[src/rtl/instr_fetch_unit.sv]
// Instruction fetch: owns the PC, issues word reads, buffers returned words for decode.
// Optional IFU_PERF_CNT_EN adds Perf_Fetched / Perf_Stall counters.
module instr_fetch_unit #(
  parameter logic [31:0] RESET_VECTOR = 32'h0000_0000,
  parameter int          BUF_DEPTH    = 2
) (
  input  logic        Clk,
  input  logic        Rst,
  output logic        Imem_Req,
  output logic [31:0] Imem_Addr,
  input  logic        Imem_Ready,
  input  logic        Imem_Rvalid,
  input  logic [31:0] Imem_Rdata,
  output logic [31:0] Instruction,
  output logic [31:0] Instr_PC,
  output logic        Instr_Valid,
  input  logic        Instr_Ready,
  input  logic        PC_Sel,
  input  logic [31:0] Branch_Target,
  input  logic        Clk_Enable
`ifdef IFU_PERF_CNT_EN
  ,
  output logic [31:0] Perf_Fetched,
  output logic [31:0] Perf_Stall
`endif
);

  localparam int PW = $clog2(BUF_DEPTH);
  localparam int CW = PW + 1;

  logic [31:0]   pc_q, pc_d, rpc_q, rpc_d;
  logic [PW-1:0] wptr_q, wptr_d, rptr_q, rptr_d;
  logic [CW-1:0] cnt_q, cnt_d, infl_q, infl_d, drop_q, drop_d;
  logic [31:0]   buf_instr_q [BUF_DEPTH];
  logic [31:0]   buf_pc_q    [BUF_DEPTH];
  logic          issue, accept, redir, push, pop;
  logic [31:0]   tgt;
  logic          unused_bt;

  assign tgt       = {Branch_Target[31:2], 2'b00};
  assign unused_bt = ^Branch_Target[1:0];

  // Credit counts both buffered words and reads still in flight, so every response has a slot.
  assign Imem_Req    = !Rst && Clk_Enable &&
                       (((CW+1)'(cnt_q) + (CW+1)'(infl_q)) < (CW+1)'(BUF_DEPTH));
  assign Imem_Addr   = pc_q;
  assign Instr_Valid = (cnt_q != '0);
  assign Instruction = buf_instr_q[rptr_q];
  assign Instr_PC    = buf_pc_q[rptr_q];

  always_comb begin
    issue  = Imem_Req && Imem_Ready;
    accept = Instr_Valid && Instr_Ready;
    redir  = accept && PC_Sel;
    push   = Imem_Rvalid && !redir && (drop_q == '0);
    pop    = accept && !redir;
    infl_d = infl_q + CW'(issue) - CW'(Imem_Rvalid);
    pc_d   = pc_q;
    rpc_d  = rpc_q;
    wptr_d = wptr_q;
    rptr_d = rptr_q;
    cnt_d  = cnt_q;
    drop_d = drop_q;
    if (redir) begin
      // Everything still outstanding after this edge, including a coincident issue, is stale.
      pc_d   = tgt;
      rpc_d  = tgt;
      wptr_d = '0;
      rptr_d = '0;
      cnt_d  = '0;
      drop_d = infl_d;
    end else begin
      if (issue) pc_d = pc_q + 32'd4;
      if (Imem_Rvalid && drop_q != '0) drop_d = drop_q - CW'(1);
      if (push) begin
        rpc_d  = rpc_q + 32'd4;
        wptr_d = wptr_q + PW'(1);
      end
      if (pop) rptr_d = rptr_q + PW'(1);
      cnt_d = cnt_q + CW'(push) - CW'(pop);
    end
  end

  always_ff @(posedge Clk or posedge Rst) begin
    if (Rst) begin
      pc_q   <= RESET_VECTOR;
      rpc_q  <= RESET_VECTOR;
      wptr_q <= '0;
      rptr_q <= '0;
      cnt_q  <= '0;
      infl_q <= '0;
      drop_q <= '0;
    end else begin
      pc_q   <= pc_d;
      rpc_q  <= rpc_d;
      wptr_q <= wptr_d;
      rptr_q <= rptr_d;
      cnt_q  <= cnt_d;
      infl_q <= infl_d;
      drop_q <= drop_d;
    end
  end

  always_ff @(posedge Clk or posedge Rst) begin
    if (Rst) begin
      for (int i = 0; i < BUF_DEPTH; i++) begin
        buf_instr_q[i] <= '0;
        buf_pc_q[i]    <= '0;
      end
    end else if (push) begin
      buf_instr_q[wptr_q] <= Imem_Rdata;
      buf_pc_q[wptr_q]    <= rpc_q;
    end
  end

`ifdef IFU_PERF_CNT_EN
  logic [31:0] fetched_q, stall_q;

  always_ff @(posedge Clk or posedge Rst) begin
    if (Rst) begin
      fetched_q <= '0;
      stall_q   <= '0;
    end else begin
      if (accept)                     fetched_q <= fetched_q + 32'd1;
      if (!Instr_Valid && Clk_Enable) stall_q   <= stall_q + 32'd1;
    end
  end

  assign Perf_Fetched = fetched_q;
  assign Perf_Stall   = stall_q;
`endif

endmodule

[config.mk]
export PLATFORM = sky130hd
export DESIGN_NAME = instr_fetch_unit
export DESIGN_NICKNAME = d
export VERILOG_FILES = /design/src/rtl/instr_fetch_unit.sv
export SDC_FILE = /design/constraint.sdc
export NUM_CORES = 1
export LEC_CHECK = 0
export BUFFER_PORTS_ARGS = -buffer_cell sky130_fd_sc_hd__buf_4
export CAP_MARGIN = 10
export CORE_UTILIZATION = 49
export DETAILED_ROUTE_END_ITERATION = 6
export GPL_TIMING_DRIVEN = 0
export MAX_ROUTING_LAYER = met4
export PLACE_DENSITY = 0.74
export SYNTH_ARGS = -nofsm -noshare
export SYNTH_HDL_FRONTEND = slang
export SYNTH_SLANG_ARGS = --single-unit
[constraint.sdc]
create_clock -name Clk -period 5.2 [get_ports Clk]
set_input_delay 0 -clock Clk [delete_from_list [all_inputs] [get_ports Clk]]
set_output_delay 0 -clock Clk [all_outputs]
set_load 0.01 [all_outputs]
# After elaboration in Yosys (flattened, before gate mapping)
# Index checks and enable logic that the tools add are counted.
[totals]
ff_bits = 200
in_bits = 71
output_inout_bits = 98
elab_cells = 67
[op_classes]
add_sub_neg = 10
n_lt_le_gt_ge = 4
mux = 21
bitwise_logic = 2
reduce_logical = 19
[ops]
columns = ["operator", "n"]
rows = [
  ["2-to-1 mux 32 bit", 11],
  ["bitwise mux 64 bit", 2],
  ["adder 32 x 3 -> 32 bit (second input constant)", 2],
  ["demux 32 bit (select 1 bit)", 1],
  ["nonzero test 2 bit", 6],
  ["logical AND 1 bit", 10],
  ["2-to-1 mux 2 bit", 3],
  ["adder 2 x 1 -> 2 bit", 2],
  [">= comparator 2 bit (second input constant)", 2],
  ["2-to-1 mux 1 bit", 4],
  ["NOT 1 -> 2 bit", 2],
  ["subtractor 2 x 1 -> 2 bit", 2],
  ["adder 2 x 2 -> 3 bit", 1],
  ["< comparator 3 x 2 -> 1 bit (second input constant)", 1],
  ["adder 1 bit (second input constant)", 2],
  ["zero test 1 bit", 2],
  ["zero test 2 bit", 1],
  ["< comparator 2 x 1 -> 1 bit (second input constant)", 1],
  ["subtractor 2 x 1 -> 2 bit (second input constant)", 1],
]

# Logic depth before layout (Yosys ltp)
# Gate-level depths: netlist (run 1).
[logic_depth]
word_depth = 9
ltp_mapped = 13
mapped_depth_nobuf = 12

# Worst setup path before layout (run 1)
# Ideal clock, no wire load.
[synth_timing]
path_kind = "flip-flop to flip-flop"
startpoint = "register cnt_q[0]"
endpoint = "register drop_q[1]"
setup_ns = 0.136
arrival_time_ns = 2.772
required_time_ns = 5.064
setup_slack_ns = 2.292
stages_incl_launch_ff = 14
n_path_buf = 1
period_less_slack_ns = 2.908
path_cell_list = "dfrtp_1 -> and2_1 -> fa_1 -> or4b_1 -> inv_1 -> buf_4 -> nand2_1 -> ha_1 -> inv_1 -> ha_1 -> xnor2_1 -> xnor2_1 -> nand2_1 -> o21ai_0"
[synth_via]
elab_chain_cells = 7
elab_cells_between_ends = 11
cone_classes = "add/sub (3); order compare (1); mux (1); reduce/logical (6)"
[synth_rtl]
columns = ["element", "line_no", "text"]
rows = [
  ["start, declared", "33", "logic [CW-1:0] cnt_q, cnt_d, infl_q, infl_d, drop_q, drop_d;"],
  ["start signal, assigned", "98", "cnt_q <= cnt_d;"],
  ["adder 2 x 2 -> 3 bit", "45", "(((CW+1)'(cnt_q) + (CW+1)'(infl_q)) < (CW+1)'(BUF_DEPTH));"],
  ["< comparator 3 x 2 -> 1 bit", "45", ""],
  ["logical AND 1 bit", "44", "assign Imem_Req = !Rst && Clk_Enable &&"],
  ["net Imem_Req", "9", "output logic Imem_Req,"],
  ["logical AND 1 bit", "52", "issue = Imem_Req && Imem_Ready;"],
  ["adder 2 x 1 -> 2 bit", "57", "infl_d = infl_q + CW'(issue) - CW'(Imem_Rvalid);"],
  ["subtractor 2 x 1 -> 2 bit", "57", ""],
  ["net infl_d[1]", "33", ""],
  ["2-to-1 mux 2 bit", "64", "if (redir) begin"],
  ["end signal, assigned", "100", "drop_q <= drop_d;"],
  ["end, declared", "33", ""],
]
# The timed path passes the listed nets, and every way through them passes these cells.
# A chain may end at the register's enable or synchronous reset.

# Worst setup path in the final report (run 1)
[layout_timing]
startpoint = "register cnt_q[0]"
endpoint = "register drop_q[1]"
[layout_via]
elab_chain_cells = 7
elab_cells_between_ends = 11
cone_classes = "add/sub (3); order compare (1); mux (1); reduce/logical (6)"
[layout_rtl]
columns = ["element", "line_no"]
rows = [
  ["adder 2 x 2 -> 3 bit", "45"],
  ["< comparator 3 x 2 -> 1 bit", "45"],
  ["logical AND 1 bit", "44"],
  ["logical AND 1 bit", "52"],
  ["adder 2 x 1 -> 2 bit", "57"],
  ["subtractor 2 x 1 -> 2 bit", "57"],
  ["net infl_d[1]", "33"],
  ["2-to-1 mux 2 bit", "64"],
]
# The timed path passes the listed nets, and every way through them passes these cells.

==> impl_metrics.tcl, run 1 <==
set metrics [dict create \
    grt_usage 0.265 \
    avgRoutedWirePerCell_um 18.5 \
    fin_setup_tns_ns 0 \
    min_path_type "input port to flop" \
    fin_nets 1135 \
    ir_drop_mv 0.309 \
    setup_viol 0 \
    dieArea_um2 19700 \
    leakagePower_uw 0.00527 \
    setup.worst_path.end_class "flop" \
    synth_cell_type_count 50 \
    crit_arrival_ns 3.56 \
    hold_viol 0 \
    clock-skew-final_ns 0.0120 \
    outcome "complete, no violations" \
    cp-start-kind "flop" \
    antenna_found_initial 0 \
    gp_congestion 0.908 \
    portBuffers 162 \
    cts_tree "yes" \
    chipWidth_um 140 \
    rows 50 \
    dieHeight_um 140 \
    ys_seq_area_frac 0.513 \
    async_reset_ff_frac 1.00 \
    relSlewSlack 0.329 \
    cts.sinks 192 \
    layout_min_cycle_time_ns 3.21 \
    synth_seq_cells 192 \
    clk_pin_slew_ns 0.08 \
    syn2layout_area_growth_pct 31.2 \
    drv_cap 0 \
    vias 7451 \
    synth_area_um2 9370 \
    antenna_cells 0 \
    n_fill_cell 1387 \
    yosys_warnings 0 \
    ant_nets 0 \
    drv_slew 0 \
    worst_slew_pin_slew_ns 0.997 \
    hpwl_mm 17.0 \
    drt_wl_total_mm 24.1 \
    drive_gt1_frac 0.379 \
    crit_required_ns 5.55 \
    synthCells 801 \
    initial_core_util 0.501 \
    firstDrtPassIters 5 \
    grt-ovfl-total 0 \
    synth_edf_count 0 \
    cts_root_buf "clkbuf_16" \
    drc 0 \
    design_area_um2 12300 \
    viasPerCell 5.71 \
    use_met3 0.0458 \
    grt_pass1_vias 7393 \
    cts.repair.resized 0 \
    grt_setup_unrepaired "false" \
    path_class "flop to flop" \
    ioPinCount 169 \
    cts_max_level 4 \
    finalCritPeriodShare 0.617 \
    syn_avg_cell_area_um2 11.7 \
    coreArea_um2 18700 \
    grt_max_degree 42 \
    top_usage_layer "met2" \
    met2_usage 0.401 \
    holdBufCountCts 66 \
    grtUsageMet1 0.358 \
    powerDensity_nw_per_um2 604 \
    grt_pass1_wl_mm 39.3 \
    crit_fanout 10 \
    cts_buffer_depth 2 \
    placed_area_um2 11000 \
    max_freq_mhz 312 \
    cts_setup_buffers 0 \
    synthFlopType "dfrtp_1" \
    clkLatencyLatePin_ns 0.43 \
    numCtsBuffers 17 \
    dr.first_iter.drc_count 449 \
]
-- cells in the final DEF (no fill, tap or decap), types with 3 or more instances in the layout --
cell type      instances
mux2_2               181
nor3_1                16
o21ai_0               16
inv_1                 11
or4_1                 19
conb_1                 4
a31oi_1               23
clkinvlp_4             4
dlygate4sd3_1         66
and3_1                11
nor2_1                48
or3_1                  7
xor2_1                 6
or2_2                  3
inv_6                  4
dfrtp_1              192
clkinv_4               3
a21oi_1               30
nand3_1               23
buf_1                  8
nand4_1               19
nand2b_1               3
bufinv_16              4
nor4_1                13
a21o_1                 5
buf_12                 5
a211oi_1              10
xnor2_1               17
clkbuf_1              26
and2_1                 8
buf_2                  8
a311oi_1               3
nand2_1               34
clkbuf_16             17
o31ai_1               17
and4_1                 7
buf_4                167
ha_1                   6
-- worst max-delay path: stages (launching register included) --
cell and delay, ns:
dfrtp_1 0.44, and2_1 0.18, fa_1 0.45, or4b_1 0.66, inv_1 0.12, buf_4 0.18, nand2_1 0.12, ha_1 0.29
inv_1 0.04, ha_1 0.18, xnor2_1 0.17, xnor2_1 0.16, nand2_1 0.07, o21ai_0 0.08
-- metal layers --
| layer | vias to the layer above | wire [um] |
|---|---|---|
| met1 | 3668 | 10900 |
| met3 | 32 | 1450 |
| met2 | 279 | 11200 |
| met4 | 0 | 512 |
| li1 | 3472 | - |
| met5 | - | 0 |
-- final timing paths --
check	start	to	slack, ns	cells after the start
max	cnt_q[0]	drop_q[1]	1.99	13
min	Imem_Ready	Imem_Addr[4]	0.03	5
max reg2reg	cnt_q[0]	drop_q[1]	1.99	13
min reg2reg	buf_pc_q[22]	buf_pc_q[22]	0.48	2
max in group asynchronous	Rst	buf_instr_q[0]	3.62	7
min in group asynchronous	Rst	Imem_Addr[6]	0.26	3
-- cell type report --
cell class | instances | area (um2) | area share
clock buffer | 17 | 425 | 0.0346
sequential | 192 | 4800 | 0.391
clock inverter | 15 | 209 | 0.0170
inverter | 12 | 48.8 | 0.00397
multi-input combinational | 552 | 4310 | 0.350
timing repair buffer | 234 | 1980 | 0.161
buffer | 48 | 223 | 0.0181
tap | 234 | 293 | 0.0238
-- kinds of logic after synthesis --
| logic type | after synthesis | synth area share |
|---|---|---|
| adder cells (fa/ha/maj) | 7 | 0.0102 |
| buffers and inverters | 60 | 0.0286 |
| flip-flops | 192 | 0.513 |
| other | 1 | 0.000400 |
| AO/OA/AOI/OAI | 111 | 0.0748 |
| multiplexers | 183 | 0.220 |
| AND/OR/NAND/NOR | 224 | 0.132 |
| XOR/XNOR | 23 | 0.0215 |
-- synthesized netlist by cell type, drive strengths merged (5+ instances only) --
cell      n  share of area
o31ai    17          0.014
mux2    181           0.22
buf      22          0.013
or4      22          0.019
and4      7         0.0065
a31oi    23          0.015
and2      8         0.0053
xnor2    17          0.016
nor2     48          0.019
nor3     16         0.0085
or3       7         0.0047
inv      12         0.0048
ha        6         0.0080
clkbuf   26          0.010
a211oi   10         0.0080
dfrtp   192           0.51
nand2    34          0.014
a21oi    30          0.016
xor2      6         0.0056
nand3    24          0.013
nor4     13         0.0087
nand4    20          0.015
and3     11         0.0073
a21o      5         0.0040
o21ai    16         0.0085
-- flip-flops by register name (all words and copies together), names as in the netlist --
register	count
buf_pc_q	60
wptr_q	1
buf_instr_q	64
rptr_q	1
drop_q	2
rpc_q	30
Imem_Addr	30
infl_q	2
cnt_q	2
-- through the flow --
stage          worst slack, ns  hold WS (ns)  utilization  cells  power, uW
6_report                  1.99        0.0277        0.657   1304       7430
4_1_cts                   1.99        0.0180        0.657   1304       7450
2_1_floorplan             2.29         0.151            -    804       4660
5_1_grt                   1.80        0.0786        0.657   1304       7900
3_5_place_dp              2.02         0.187        0.588   1206       5970
3_3_place_gp              1.50         0.244        0.582   1200       5860
-- power by group --
| part | internal (uW) | switching, uW | total (uW) |
|---|---|---|---|
| Clock | 813 | 598 | 1410 |
| Combinational | 1770 | 1450 | 3220 |
| Sequential | 2210 | 591 | 2800 |
| Total | 4790 | 2640 | 7430 |
No activity file was read; power rests on OpenSTA's default activity.
==> inputs of run 2 (changes only) <==
--- a/config.mk
+++ b/config.mk
@@ -11,7 +11,7 @@
 export DETAILED_ROUTE_END_ITERATION = 6
 export GPL_TIMING_DRIVEN = 0
 export MAX_ROUTING_LAYER = met4
-export PLACE_DENSITY = 0.74
+export PLACE_DENSITY = 0.71
 export SYNTH_ARGS = -nofsm -noshare
 export SYNTH_HDL_FRONTEND = slang
 export SYNTH_SLANG_ARGS = --single-unit
==> constraint.sdc (replaced) <==
create_clock -name Clk -period 3 [get_ports Clk]
set_input_delay 0 -clock Clk [delete_from_list [all_inputs] [get_ports Clk]]
set_output_delay 0 -clock Clk [all_outputs]
set_load 0.01 [all_outputs]
==> run 2 against run 1 <==
  * Global-route usage fell by 0.56 points
  * Highest routed layer unchanged
  * Sequential power grew 74%
  * Wire length shrank 0.88%
  * Critical path depth unchanged
  * Worst hold slack gained 0.091 ns
  * Sequential share of layout area shrank 0.23 points
  * Die area unchanged
  * Final cell count grew 0.61%
  * Via count is 0.38% higher
  * Register-to-register slack worse by 1.9 ns
==> impl_metrics.tcl, run 2 (synthesis results as in run 1) <==
set metrics [dict create \
    grt_max_degree 42 \
    placed_cells 1206 \
    powerDensity_nw_per_um2 1040 \
    clk_pin_slew_ns 0.07 \
    grt-ovfl-total 0 \
    setup_viol 0 \
    worstHoldStart "Imem_Rvalid" \
    setup.worst_path.end_class "flop" \
    layout_commonest_cell "dfrtp_1" \
    worst_slew_pin_slew_ns 0.989 \
    final_cell_mix "dfrtp_1 (191), mux2_2 (181), buf_4 (173)" \
    crit_fanout 7 \
    dieArea_um2 19700 \
    seqCellArea_um2 4810 \
    relSlewSlack 0.335 \
    cts_tree "yes" \
    cts.sinks 192 \
    drc 0 \
    fin_setup_tns_ns 0 \
    worstReg2RegStart "infl_q[0]" \
    reg_top3 "buf_instr_q (64), buf_pc_q (60)" \
    numCtsBuffers 17 \
    clock-skew-final_ns 0.0104 \
    hold_slack_ns 0.118 \
    drive_gt1_frac 0.391 \
    worstReg2RegEnd "drop_q[1]" \
    drt_wl_total_mm 23.9 \
    dr.first_iter.drc_count 453 \
    crit_arrival_ns 3.16 \
    cts_max_level 4 \
    hpwl_mm 16.9 \
    grt_pass1_vias 7437 \
    finalCritPeriodShare 0.955 \
    ir_drop_mv 0.498 \
    chipWidth_um 140 \
    largest_reg_flops 64 \
    syn2layout_area_growth_pct 32.0 \
    hold_viol 0 \
    clkLatencyLatePin_ns 0.43 \
    multi_input_area_um2 4340 \
    max_freq_mhz 349 \
    cts_buffer_depth 2 \
    hold_depth 4 \
    initial_core_util 0.501 \
    grt_pass1_wl_mm 38.6 \
    drv_slew 0 \
    viasPerCell 5.70 \
    ant_nets 0 \
    regMostFlops "buf_instr_q" \
    grt_usage 0.259 \
    coreArea_um2 18700 \
    r2r_cells 13 \
    antenna_cells 0 \
    antenna_found_initial 0 \
    path_class "flop to flop" \
    avgRoutedWirePerCell_um 18.2 \
    min_path_type "input port to flop" \
    total_power_uw 12900 \
    n_fill_cell 1469 \
    rrSetupSlack_ns 0.14 \
    grt_setup_unrepaired "false" \
    leakagePower_uw 0.00530 \
    ioPinCount 169 \
    portBuffers 162 \
    drv_cap 0 \
    rows 50 \
    cp-start-kind "flop" \
    vias 7479 \
    crit_required_ns 3.29 \
    dieHeight_um 140 \
    outcome "complete, no violations" \
    gp_congestion 0.922 \
    fin_nets 1143 \
    firstDrtPassIters 5 \
    layout_min_cycle_time_ns 2.86 \
    cts_root_buf "clkbuf_16" \
    stdcell_count 1312 \
    min_to "drop_q[1]" \
]
-- run 2: layout make-up --
| type | instances | share of cell area |
|---|---|---|
| multi-input cells | 552 | 0.351 |
| clock buffers | 18 | 0.0347 |
| well taps | 234 | 0.0237 |
| flip-flops and latches | 192 | 0.389 |
| plain buffers | 48 | 0.0186 |
| clock inverters | 14 | 0.0145 |
| inverters | 12 | 0.00395 |
| repair buffers | 242 | 0.165 |
-- run 2: critical path, stage by stage, from the launching register on --
cell and delay [ns]:
dfrtp_1 0.38, and2_1 0.17, fa_1 0.44, or4b_4 0.55, inv_2 0.08, buf_6 0.12
nand2_2 0.08, ha_1 0.27, inv_1 0.04, ha_2 0.17, xnor2_2 0.14, xnor2_2 0.14
nand2_1 0.06, o21ai_0 0.08
-- run 2: metal layers --
layer,up-vias,wire length (um),global-route usage
li1,3488,-,-
met1,3658,10700,0.344
met2,295,11400,0.412
met3,38,1300,0.0332
met5,-,0,-
met4,0,510,0.0902
-- run 2: what timing repair did --
item                                    in CTS  in global routing
setup buffers                                3                  4
pin swaps                                    2                  2
endpoints found under the setup margin      30                 18
resized for setup                            4                  9
hold endpoints to repair                   170                  0
hold buffers                                67                  0
-- run 2: worst max path at each step --
| stage | from | endpoint | slack, ns | cells past startpoint |
|---|---|---|---|---|
| after CTS | infl_q[0] | drop_q[1] | 0.006 | 13 |
| after detailed placement | cnt_q[0] | drop_q[1] | -0.26 | 13 |
| final | infl_q[0] | drop_q[1] | 0.14 | 13 |
| after floorplan | cnt_q[0] | drop_q[1] | 0.09 | 13 |
| after global placement | Rst | buf_instr_q[3] | -0.72 | 2 |
| after global routing | cnt_q[0] | rpc_q[3] | 0.005 | 7 |
-- run 2: metrics by stage --
| stage | setup slack (ns) | util | area (um2) |
|---|---|---|---|
| after floorplan | 0.0917 | - | 9380 |
| after global placement | -0.715 | 0.582 | 10900 |
| after detailed placement | -0.258 | 0.588 | 11000 |
| after CTS | 0.00641 | 0.658 | 12300 |
| after global routing | 0.00510 | 0.661 | 12400 |
| final | 0.136 | 0.661 | 12400 |
-- run 2: power by group --
| group | switching, uW | total, uW | internal, uW |
|---|---|---|---|
| combinational | 2510 | 5660 | 3150 |
| sequential | 1030 | 4860 | 3840 |
| clock | 1010 | 2340 | 1330 |
| total | 4550 | 12900 | 8310 |
